## src/rtl/muldiv_pkg.sv

```systemverilog
// Shared definitions for the iterative multiply/divide unit:
// the operation encodings, the FSM states and small decode helpers.
package muldiv_pkg;

    typedef enum logic [1:0] {
        OP_MULT  = 2'b00,
        OP_MULTU = 2'b01,
        OP_DIV   = 2'b10,
        OP_DIVU  = 2'b11
    } op_e;

    typedef enum logic [1:0] {
        ST_IDLE = 2'b00,
        ST_RUN  = 2'b01,
        ST_FIN  = 2'b10
    } state_e;

    function automatic logic is_div(input op_e o);
        return (o == OP_DIV) || (o == OP_DIVU);
    endfunction

    function automatic logic is_signed_op(input op_e o);
        return (o == OP_MULT) || (o == OP_DIV);
    endfunction

endpackage

```

## src/rtl/muldiv_negate.sv

```systemverilog
// Conditional two's-complement negate, used both to take operand
// magnitudes and to restore the sign of results.
module muldiv_negate #(
    parameter int WIDTH = 32
) (
    input  logic             neg,
    input  logic [WIDTH-1:0] din,
    output logic [WIDTH-1:0] dout
);

    // Negate when requested, otherwise pass through.
    always_comb begin
        if (neg) begin
            dout = ~din + {{(WIDTH-1){1'b0}}, 1'b1};
        end else begin
            dout = din;
        end
    end

endmodule

```

## src/rtl/muldiv_unit.sv

```systemverilog
// Iterative MULT/MULTU/DIV/DIVU unit with HI/LO registers: one
// shift-add or restoring subtract-shift step per cycle on magnitudes.
module muldiv_unit
    import muldiv_pkg::*;
#(
    parameter int WIDTH = 32
) (
    input  logic             clk,
    input  logic             reset,
    input  logic             start,
    input  logic [1:0]       op,
    input  logic [WIDTH-1:0] srca,
    input  logic [WIDTH-1:0] srcb,
    input  logic             hiwe,
    input  logic             lowe,
    input  logic [WIDTH-1:0] wdata,
    output logic             busy,
    output logic             done,
    output logic [WIDTH-1:0] hi,
    output logic [WIDTH-1:0] lo
);

    localparam int CW = $clog2(WIDTH + 1);

    state_e             state_r;
    op_e                op_r;
    logic               sa_r;
    logic               sb_r;
    logic               div0_r;
    logic [WIDTH-1:0]   opnd_r;
    logic [2*WIDTH-1:0] acc_r;
    logic [CW-1:0]      cnt_r;
    logic [WIDTH-1:0]   hi_r;
    logic [WIDTH-1:0]   lo_r;
    logic               busy_r;
    logic               done_r;

    op_e                op_s;
    logic               sa_s;
    logic               sb_s;
    logic [WIDTH-1:0]   mag_a_s;
    logic [WIDTH-1:0]   mag_b_s;
    logic [WIDTH:0]     mul_sum_s;
    logic [2*WIDTH-1:0] mul_next_s;
    logic [WIDTH:0]     trial_s;
    logic [WIDTH:0]     diff_s;
    logic [2*WIDTH-1:0] div_next_s;
    logic [2*WIDTH-1:0] step_s;
    logic [2*WIDTH-1:0] prod_fix_s;
    logic [WIDTH-1:0]   q_fix_s;
    logic [WIDTH-1:0]   r_fix_s;
    logic [WIDTH-1:0]   res_hi_s;
    logic [WIDTH-1:0]   res_lo_s;

    assign op_s = op_e'(op);
    assign sa_s = is_signed_op(op_s) & srca[WIDTH-1];
    assign sb_s = is_signed_op(op_s) & srcb[WIDTH-1];

    muldiv_negate #(.WIDTH(WIDTH)) u_neg_a (
        .neg (sa_s),
        .din (srca),
        .dout(mag_a_s)
    );

    muldiv_negate #(.WIDTH(WIDTH)) u_neg_b (
        .neg (sb_s),
        .din (srcb),
        .dout(mag_b_s)
    );

    // Quotient sign is forced positive on divide-by-zero so lo stays all ones.
    muldiv_negate #(.WIDTH(2*WIDTH)) u_neg_prod (
        .neg (sa_r ^ sb_r),
        .din (acc_r),
        .dout(prod_fix_s)
    );

    muldiv_negate #(.WIDTH(WIDTH)) u_neg_q (
        .neg ((sa_r ^ sb_r) & ~div0_r),
        .din (acc_r[WIDTH-1:0]),
        .dout(q_fix_s)
    );

    muldiv_negate #(.WIDTH(WIDTH)) u_neg_r (
        .neg (sa_r),
        .din (acc_r[2*WIDTH-1:WIDTH]),
        .dout(r_fix_s)
    );

    // One iteration step: acc holds {partial, multiplier} or {remainder, dividend/quotient}.
    always_comb begin
        mul_sum_s  = {1'b0, acc_r[2*WIDTH-1:WIDTH]} + {1'b0, opnd_r};
        mul_next_s = {1'b0, acc_r[2*WIDTH-1:1]};
        if (acc_r[0]) begin
            mul_next_s = {mul_sum_s, acc_r[WIDTH-1:1]};
        end else begin
            mul_next_s = {1'b0, acc_r[2*WIDTH-1:1]};
        end
        trial_s    = {acc_r[2*WIDTH-1:WIDTH], acc_r[WIDTH-1]};
        diff_s     = trial_s - {1'b0, opnd_r};
        div_next_s = {trial_s[WIDTH-1:0], acc_r[WIDTH-2:0], 1'b0};
        if (!diff_s[WIDTH]) begin
            div_next_s = {diff_s[WIDTH-1:0], acc_r[WIDTH-2:0], 1'b1};
        end else begin
            div_next_s = {trial_s[WIDTH-1:0], acc_r[WIDTH-2:0], 1'b0};
        end
        if (is_div(op_r)) begin
            step_s = div_next_s;
        end else begin
            step_s = mul_next_s;
        end
    end

    // Select the sign-corrected result for hi/lo.
    always_comb begin
        res_hi_s = prod_fix_s[2*WIDTH-1:WIDTH];
        res_lo_s = prod_fix_s[WIDTH-1:0];
        if (is_div(op_r)) begin
            res_hi_s = r_fix_s;
            res_lo_s = q_fix_s;
        end else begin
            res_hi_s = prod_fix_s[2*WIDTH-1:WIDTH];
            res_lo_s = prod_fix_s[WIDTH-1:0];
        end
    end

    // Control FSM together with the datapath and HI/LO registers.
    always_ff @(posedge clk or posedge reset) begin
        if (reset) begin
            state_r <= ST_IDLE;
            op_r    <= OP_MULT;
            sa_r    <= 1'b0;
            sb_r    <= 1'b0;
            div0_r  <= 1'b0;
            opnd_r  <= {WIDTH{1'b0}};
            acc_r   <= {(2*WIDTH){1'b0}};
            cnt_r   <= {CW{1'b0}};
            hi_r    <= {WIDTH{1'b0}};
            lo_r    <= {WIDTH{1'b0}};
            busy_r  <= 1'b0;
            done_r  <= 1'b0;
        end else begin
            done_r <= 1'b0;
            case (state_r)
                ST_IDLE: begin
                    if (start) begin
                        op_r    <= op_s;
                        sa_r    <= sa_s;
                        sb_r    <= sb_s;
                        div0_r  <= is_div(op_s) && (srcb == {WIDTH{1'b0}});
                        opnd_r  <= is_div(op_s) ? mag_b_s : mag_a_s;
                        acc_r   <= {{WIDTH{1'b0}}, (is_div(op_s) ? mag_a_s : mag_b_s)};
                        cnt_r   <= {CW{1'b0}};
                        busy_r  <= 1'b1;
                        state_r <= ST_RUN;
                    end else begin
                        if (hiwe) begin
                            hi_r <= wdata;
                        end
                        if (lowe) begin
                            lo_r <= wdata;
                        end
                    end
                end
                ST_RUN: begin
                    acc_r <= step_s;
                    cnt_r <= cnt_r + {{(CW-1){1'b0}}, 1'b1};
                    if (cnt_r == CW'(WIDTH - 1)) begin
                        state_r <= ST_FIN;
                    end
                end
                ST_FIN: begin
                    hi_r    <= res_hi_s;
                    lo_r    <= res_lo_s;
                    done_r  <= 1'b1;
                    busy_r  <= 1'b0;
                    state_r <= ST_IDLE;
                end
                default: begin
                    busy_r  <= 1'b0;
                    state_r <= ST_IDLE;
                end
            endcase
        end
    end

    assign busy = busy_r;
    assign done = done_r;
    assign hi   = hi_r;
    assign lo   = lo_r;

endmodule

```

## config.mk

```make
export PLATFORM = sky130hd
export DESIGN_NAME = muldiv_unit
export DESIGN_NICKNAME = d
export VERILOG_FILES = /design/src/rtl/muldiv_pkg.sv /design/src/rtl/muldiv_negate.sv /design/src/rtl/muldiv_unit.sv
export SDC_FILE = /design/constraint.sdc
export NUM_CORES = 1
export LEC_CHECK = 0
export BUFFER_PORTS_ARGS = -buffer_cell sky130_fd_sc_hd__buf_2
export CAP_MARGIN = 20
export CORE_ASPECT_RATIO = 0.5
export CORE_MARGIN = 1.5
export CORE_UTILIZATION = 55
export CTS_BUF_LIST = sky130_fd_sc_hd__clkbuf_8 sky130_fd_sc_hd__clkbuf_16
export DETAILED_ROUTE_END_ITERATION = 10
export PLACE_DENSITY = 0.8
export SLEW_MARGIN = 10
export SYNTH_ARGS = -nofsm -noshare
export SYNTH_HDL_FRONTEND = slang
export SYNTH_SLANG_ARGS = --single-unit
export TNS_END_PERCENT = 20
```

## constraint.sdc

```tcl
create_clock -name clk -period 12.7 [get_ports clk]
set_input_delay 1.905 -clock clk [delete_from_list [all_inputs] [get_ports clk]]
set_output_delay 1.905 -clock clk [all_outputs]
set_load 0.1 [all_outputs]
```

======== Word-level counts from Yosys, hierarchy flattened ========
Index checks and enable logic that the tools add are counted.
word-level totals
  bits in registers ....................... 175
  bits in latches ......................... 0
  RAM bits ................................ 0
  bits in read-only memories .............. 0
  bits of input ports ..................... 103
  output and inout port bits .............. 66
  word-level logic and storage cells ...... 86
  memories ................................ 0
cells by class
  add/sub/neg operators ................... 8
  $mul .................................... 0
  divide/modulo/power cells ............... 0
  magnitude comparators ................... 0
  eq/ne operators ......................... 12
  shift-type cells ........................ 0
  multiplexer cells ....................... 28
  bitwise operators ....................... 11
  reductions and logical operators ........ 15
operators with widths
  operator                                                         count
  32-bit 2-to-1 mux                                                12
  64-bit 2-to-1 mux                                                5
  32-bit by 1-bit adder with 32-bit output, second input constant  4
  32-bit inverter                                                  4
  32-bit one-hot mux with 2 select lines                           2
  64-bit one-hot mux with 2 select lines                           1
  64-bit by 1-bit adder with 64-bit output, second input constant  1
  64-bit inverter                                                  1
  32-bit by 32-bit adder with 33-bit output                        1
  33-bit by 32-bit subtractor with 33-bit output                   1
  32-bit logical NOT                                               1
  6-bit one-hot mux with 2 select lines                            1
  2-bit == test, second input constant                             5
  2-bit inequality test, second input constant                     5
  2-bit AND reduction                                              4
  6-bit by 1-bit adder with 6-bit output, second input constant    1
  6-bit by 5-bit == test with 1-bit output, second input constant  1
  6-bit 2-to-1 mux                                                 1
  3-bit AND reduction                                              2
  2-bit logical NOT                                                2
  2-bit 2-to-1 mux                                                 2
  2-bit one-hot mux with 2 select lines                            1
  2-bit nonzero test                                               2
  1-bit AND                                                        3
  other kinds (7)                                                  11

======== Logic depth before layout (Yosys ltp) ========
  depth after elaboration ................. 7
  gate-level depth with buffers ........... 14
  mapped depth without buffers ............ 12

======== By module ========
A second synthesis with hierarchy kept.
second synthesis, totals
  cells, all modules ...................... 2110
  area, all modules ....................... 18012.3 sq um
modules (own cells, without submodules)
  module                        times used  cells an instance  area each (sq um)  seq. area each (sq um)
  muldiv_unit                   1           1508               13255.2            4354.2
  muldiv_negate at u_neg_a ...  4           99                 777.0              0.0
  muldiv_negate at u_neg_prod   1           206                1649.1             0.0

======== Least setup slack after synthesis ========
Ideal clock, no wire load.
  path kind ............................... input port to flip-flop
  from .................................... input srcb[9]
  to ...................................... register acc_r[30]
  setup time .............................. 0.129 ns
  data arrival time ....................... 3.943 ns
  data required time ...................... 12.571 ns
  setup slack ............................. 8.628 ns
  cell stages on the path ................. 9
  path buffers ............................ 0
  path through ............................ or4_1 > nor3_2 > nand4_1 > or3_1 > o41ai_2 > xor2_1 > nor2_1 > a21oi_1 > o21ai_1
between the ends
  longest elaborated chain between the ends .. 6
RTL lines
  element                                   line                 RTL
  start: declaration                        muldiv_unit.sv:13    input logic [WIDTH-1:0] srcb,
  32-bit inverter                           muldiv_negate.sv:14  dout = ~din + {{(WIDTH-1){1'b0}}, 1'b1};
  32-bit by 1-bit adder with 32-bit output  muldiv_negate.sv:14
  32-bit 2-to-1 mux                         muldiv_negate.sv:13  if (neg) begin
  32-bit 2-to-1 mux                         muldiv_unit.sv:152   acc_r <= {{WIDTH{1'b0}}, (is_div(op_s) ? mag_a_s : mag_b_s)};
  64-bit 2-to-1 mux                         muldiv_unit.sv:146   if (start) begin
  64-bit one-hot mux with 2 select lines    muldiv_unit.sv:144   case (state_r)
  end signal: assignment                    muldiv_unit.sv:136   acc_r <= {(2*WIDTH){1'b0}};
  end signal: assignment                    muldiv_unit.sv:152
  end signal: assignment                    muldiv_unit.sv:166   acc_r <= step_s;
  end: declaration                          muldiv_unit.sv:31    logic [2*WIDTH-1:0] acc_r;
Every way passes these cells. The select of a mux whose other input is x is not followed.
A chain may end at the register's enable or synchronous reset.

======== Worst setup path in the final report ========
  from .................................... input srcb[3]
  to ...................................... register opnd_r[30]
between the ends
  longest elaborated chain between the ends .. 4
RTL lines
  element                                   line                 RTL
  32-bit inverter                           muldiv_negate.sv:14
  32-bit by 1-bit adder with 32-bit output  muldiv_negate.sv:14
  32-bit 2-to-1 mux                         muldiv_negate.sv:13
  32-bit 2-to-1 mux                         muldiv_unit.sv:151   opnd_r <= is_div(op_s) ? mag_b_s : mag_a_s;
  end signal: assignment                    muldiv_unit.sv:135   opnd_r <= {WIDTH{1'b0}};
  end signal: assignment                    muldiv_unit.sv:151
  end: declaration                          muldiv_unit.sv:30    logic [WIDTH-1:0] opnd_r;
Every way passes these cells.

==> results.yml <==
status:
  status: "completed"
clock_network:
  clkSinkCount: 174
  cts_setup_buffers: 0
  numCtsBuffers: 17
  root_buffer: "clkbuf_16"
  tritoncts: "done"
  clk_transition_reported_paths_ns: 0.07
  cts_hold_buffers: 0
  h-tree-depth: 4
  post_cts_resized: 0
  worst_skew_pair.late_latency_ns: 0.46
  clock_path_buffers: 2
timing:
  drv_slew: 0
  final.setup.worst_slack_ns: 8.48
  rsz0062_at_grt: "false"
  period_share_pct: 33.2
  clock.fmax_mhz: 237
  setup_viol: 0
  hold_violations: 0
  fin_setup_tns_ns: 0
  tightest_slew_ns: 1.04
  clock_skew_ns: 0.0134
  relSlewSlack_pct: 30.5
  timing.final.crit_period_ns: 4.22
worst_setup_path:
  worst_setup_path_start_kind: "input pin"
  cp_cell_sequence: "buf_2 -> or3_1 -> nor3b_2 -> nand4_1 -> or3_1 -> o41ai_2 -> xor2_1 -> a21oi_1 -> o21ai_0 -> o21ai_0"
  worstPathMaxFanout: 6
  ff2ff_setup_slack_ns: 8.61
  crit_type: "input pin to flip-flop"
  rr_startpoint: "acc_r[36]$_DFFE_PP0P_"
  crit_buf_inv: 1
  max_stage_delay_ns: 0.47
  crit_path_start: "srcb[3]"
  required_ns: 13.02
  critical-path-top-delay-family: "simple AND/OR/NAND/NOR gates"
  crit_arrival_ns: 4.54
  end_kind: "flip-flop"
  cp_slowest_cell: "or3_1"
floorplanning:
  die_area_mm2: 0.0292
  row_count: 43
  io_pins: 169
  die_w_um: 240
  die-height_um: 122
  start_util_pct: 55.9
  core_mm2: 0.0277
finish:
  n_antenna_cell: 0
  area_delta_synth_final_pct: 10.4
  fillCellCount: 2476
  drive_above_1_share_pct: 13.0
  nets: 2197
place:
  dp_hpwl_mm: 38.0
  post-place-ws_ns: 8.07
  port_buffers: 168
  place.gp.congestion: 1.01
logic_synthesis:
  synth_nets: 2117
  ys_types: 82
  synth_edf_count: 0
  avgSynthCellArea_um2: 7.96
  ys.flop_type: "dfrtp_1"
  ys_async_sr_fraction_pct: 100
  yosys_warnings: 0
  yosysSeqAreaShare_pct: 28.1
  ys_seq_elements: 174
  synth_area_mm2: 0.0155
  synthCells: 1943
drt:
  wl_per_cell_um: 21.1
  postRouteAntennaNets: 0
  dr_total_vias: 15500
  routed_wl_mm: 51.1
  first_pass_iters: 6
  drc_errors: 0
  first_iter_violations: 1941
  vias_per_cell: 6.43
job:
  maxCapViolations: 0
global_route:
  track_usage_pct: 35.1
  grt_pass1_wl_mm: 78.6
  grt_pass1_vias: 13900
  grt_max_degree: 85
  antenna_found_initial: 1
  grt_overflow: 0
hold_path:
  hold_path_class: "flip-flop to flip-flop"
  hold_start: "cnt_r[5]$_DFFE_PP0P_"
## placed cells by master, fill, tap and decap left out, types with 34 or more instances in the layout
cell type / instances
nand2_1: 234
o21ai_0: 190
dfrtp_1: 173
buf_2: 168
a21oi_1: 158
nor2_1: 132
mux2i_1: 117
xnor2_1: 87
xor2_1: 79
ha_1: 69
inv_1: 67
a211oi_1: 46
nor3_1: 36
a21o_1: 34
## sequential cells by signal (all words and copies together), names as in the netlist
name     cells
acc_r       64
hi          32
lo          32
opnd_r      32
cnt_r        6
state_r      2
busy         1
div0_r       1
done         1
op_r         1
sa_r         1
sb_r         1
## cells by family (layout without fill, tap and decap cells)
group	after synthesis	after routing	synth area share, %
compound gates	618	618	25.0
flops	174	174	28.1
buf+inv	196	289	4.87
fa+ha+maj	71	71	5.84
mux	122	122	7.93
simple gates	594	594	18.6
xor+xnor	168	168	9.63
## cell usage after synthesis (36+ instances only)
| library cell | count | area share, % |
|---|---|---|
| a211oi_1 | 46 | 2.2 |
| a21oi_1 | 158 | 5.1 |
| clkbuf_1 | 97 | 2.4 |
| dfrtp_1 | 174 | 28 |
| ha_1 | 69 | 5.6 |
| inv_1 | 67 | 1.6 |
| mux2i_1 | 117 | 7.6 |
| nand2_1 | 235 | 5.7 |
| nor2_1 | 132 | 3.2 |
| nor3_1 | 36 | 1.2 |
| o21ai_0 | 190 | 6.1 |
| xnor2_1 | 87 | 4.9 |
| xor2_1 | 80 | 4.5 |
## layout make-up
cell class / instances / area (µm²) / share of cell area [%]
multi-input cells: 1573 / 10400 / 60.8
clock buffers: 19 / 453 / 2.65
repair buffers: 188 / 991 / 5.80
clock inverters: 13 / 149 / 0.872
flip-flops and latches: 174 / 4360 / 25.5
inverters: 69 / 265 / 1.55
well taps: 382 / 478 / 2.80
## per-layer routing
metal	wire length, µm	part of all wire (%)	vias to the layer above	GRT usage (%)
met4	1530	3.0	0	11.0
met3	6060	12	134	11.4
li1	-	-	7224	-
met5	0	0	-	0
met2	21700	42	754	52.6
met1	21800	43	7431	48.2
## worst paths after layout
path | depth (start not counted) | to
setup / recovery | 10 | opnd_r[30]$_DFFE_PP0P_
hold / removal | 1 | state_r[1]$_DFFE_PP0P_
setup reg to reg | 10 | acc_r[60]$_DFFE_PP0P_
hold reg to reg | 1 | state_r[1]$_DFFE_PP0P_
max in group asynchronous | 4 | acc_r[53]$_DFFE_PP0P_
min in group asynchronous | 2 | lo[10]$_DFFE_PP0P_
## per-stage QoR
step / instances / util (%) / instance area, µm² / hold WS [ns]
2_1_floorplan: 1943 / - / 15500 / 0.455
3_3_place_gp: 2385 / 59.6 / 16500 / 0.470
3_5_place_dp: 2385 / 59.6 / 16500 / 0.480
4_1_cts: 2417 / 61.7 / 17100 / 0.504
5_1_grt: 2418 / 61.8 / 17100 / 0.521
6_report: 2418 / 61.8 / 17100 / 0.504
Power is left out: the tool's default activity adds up to more than one toggle a clock period on the data nets, which glitch-free logic cannot reach.
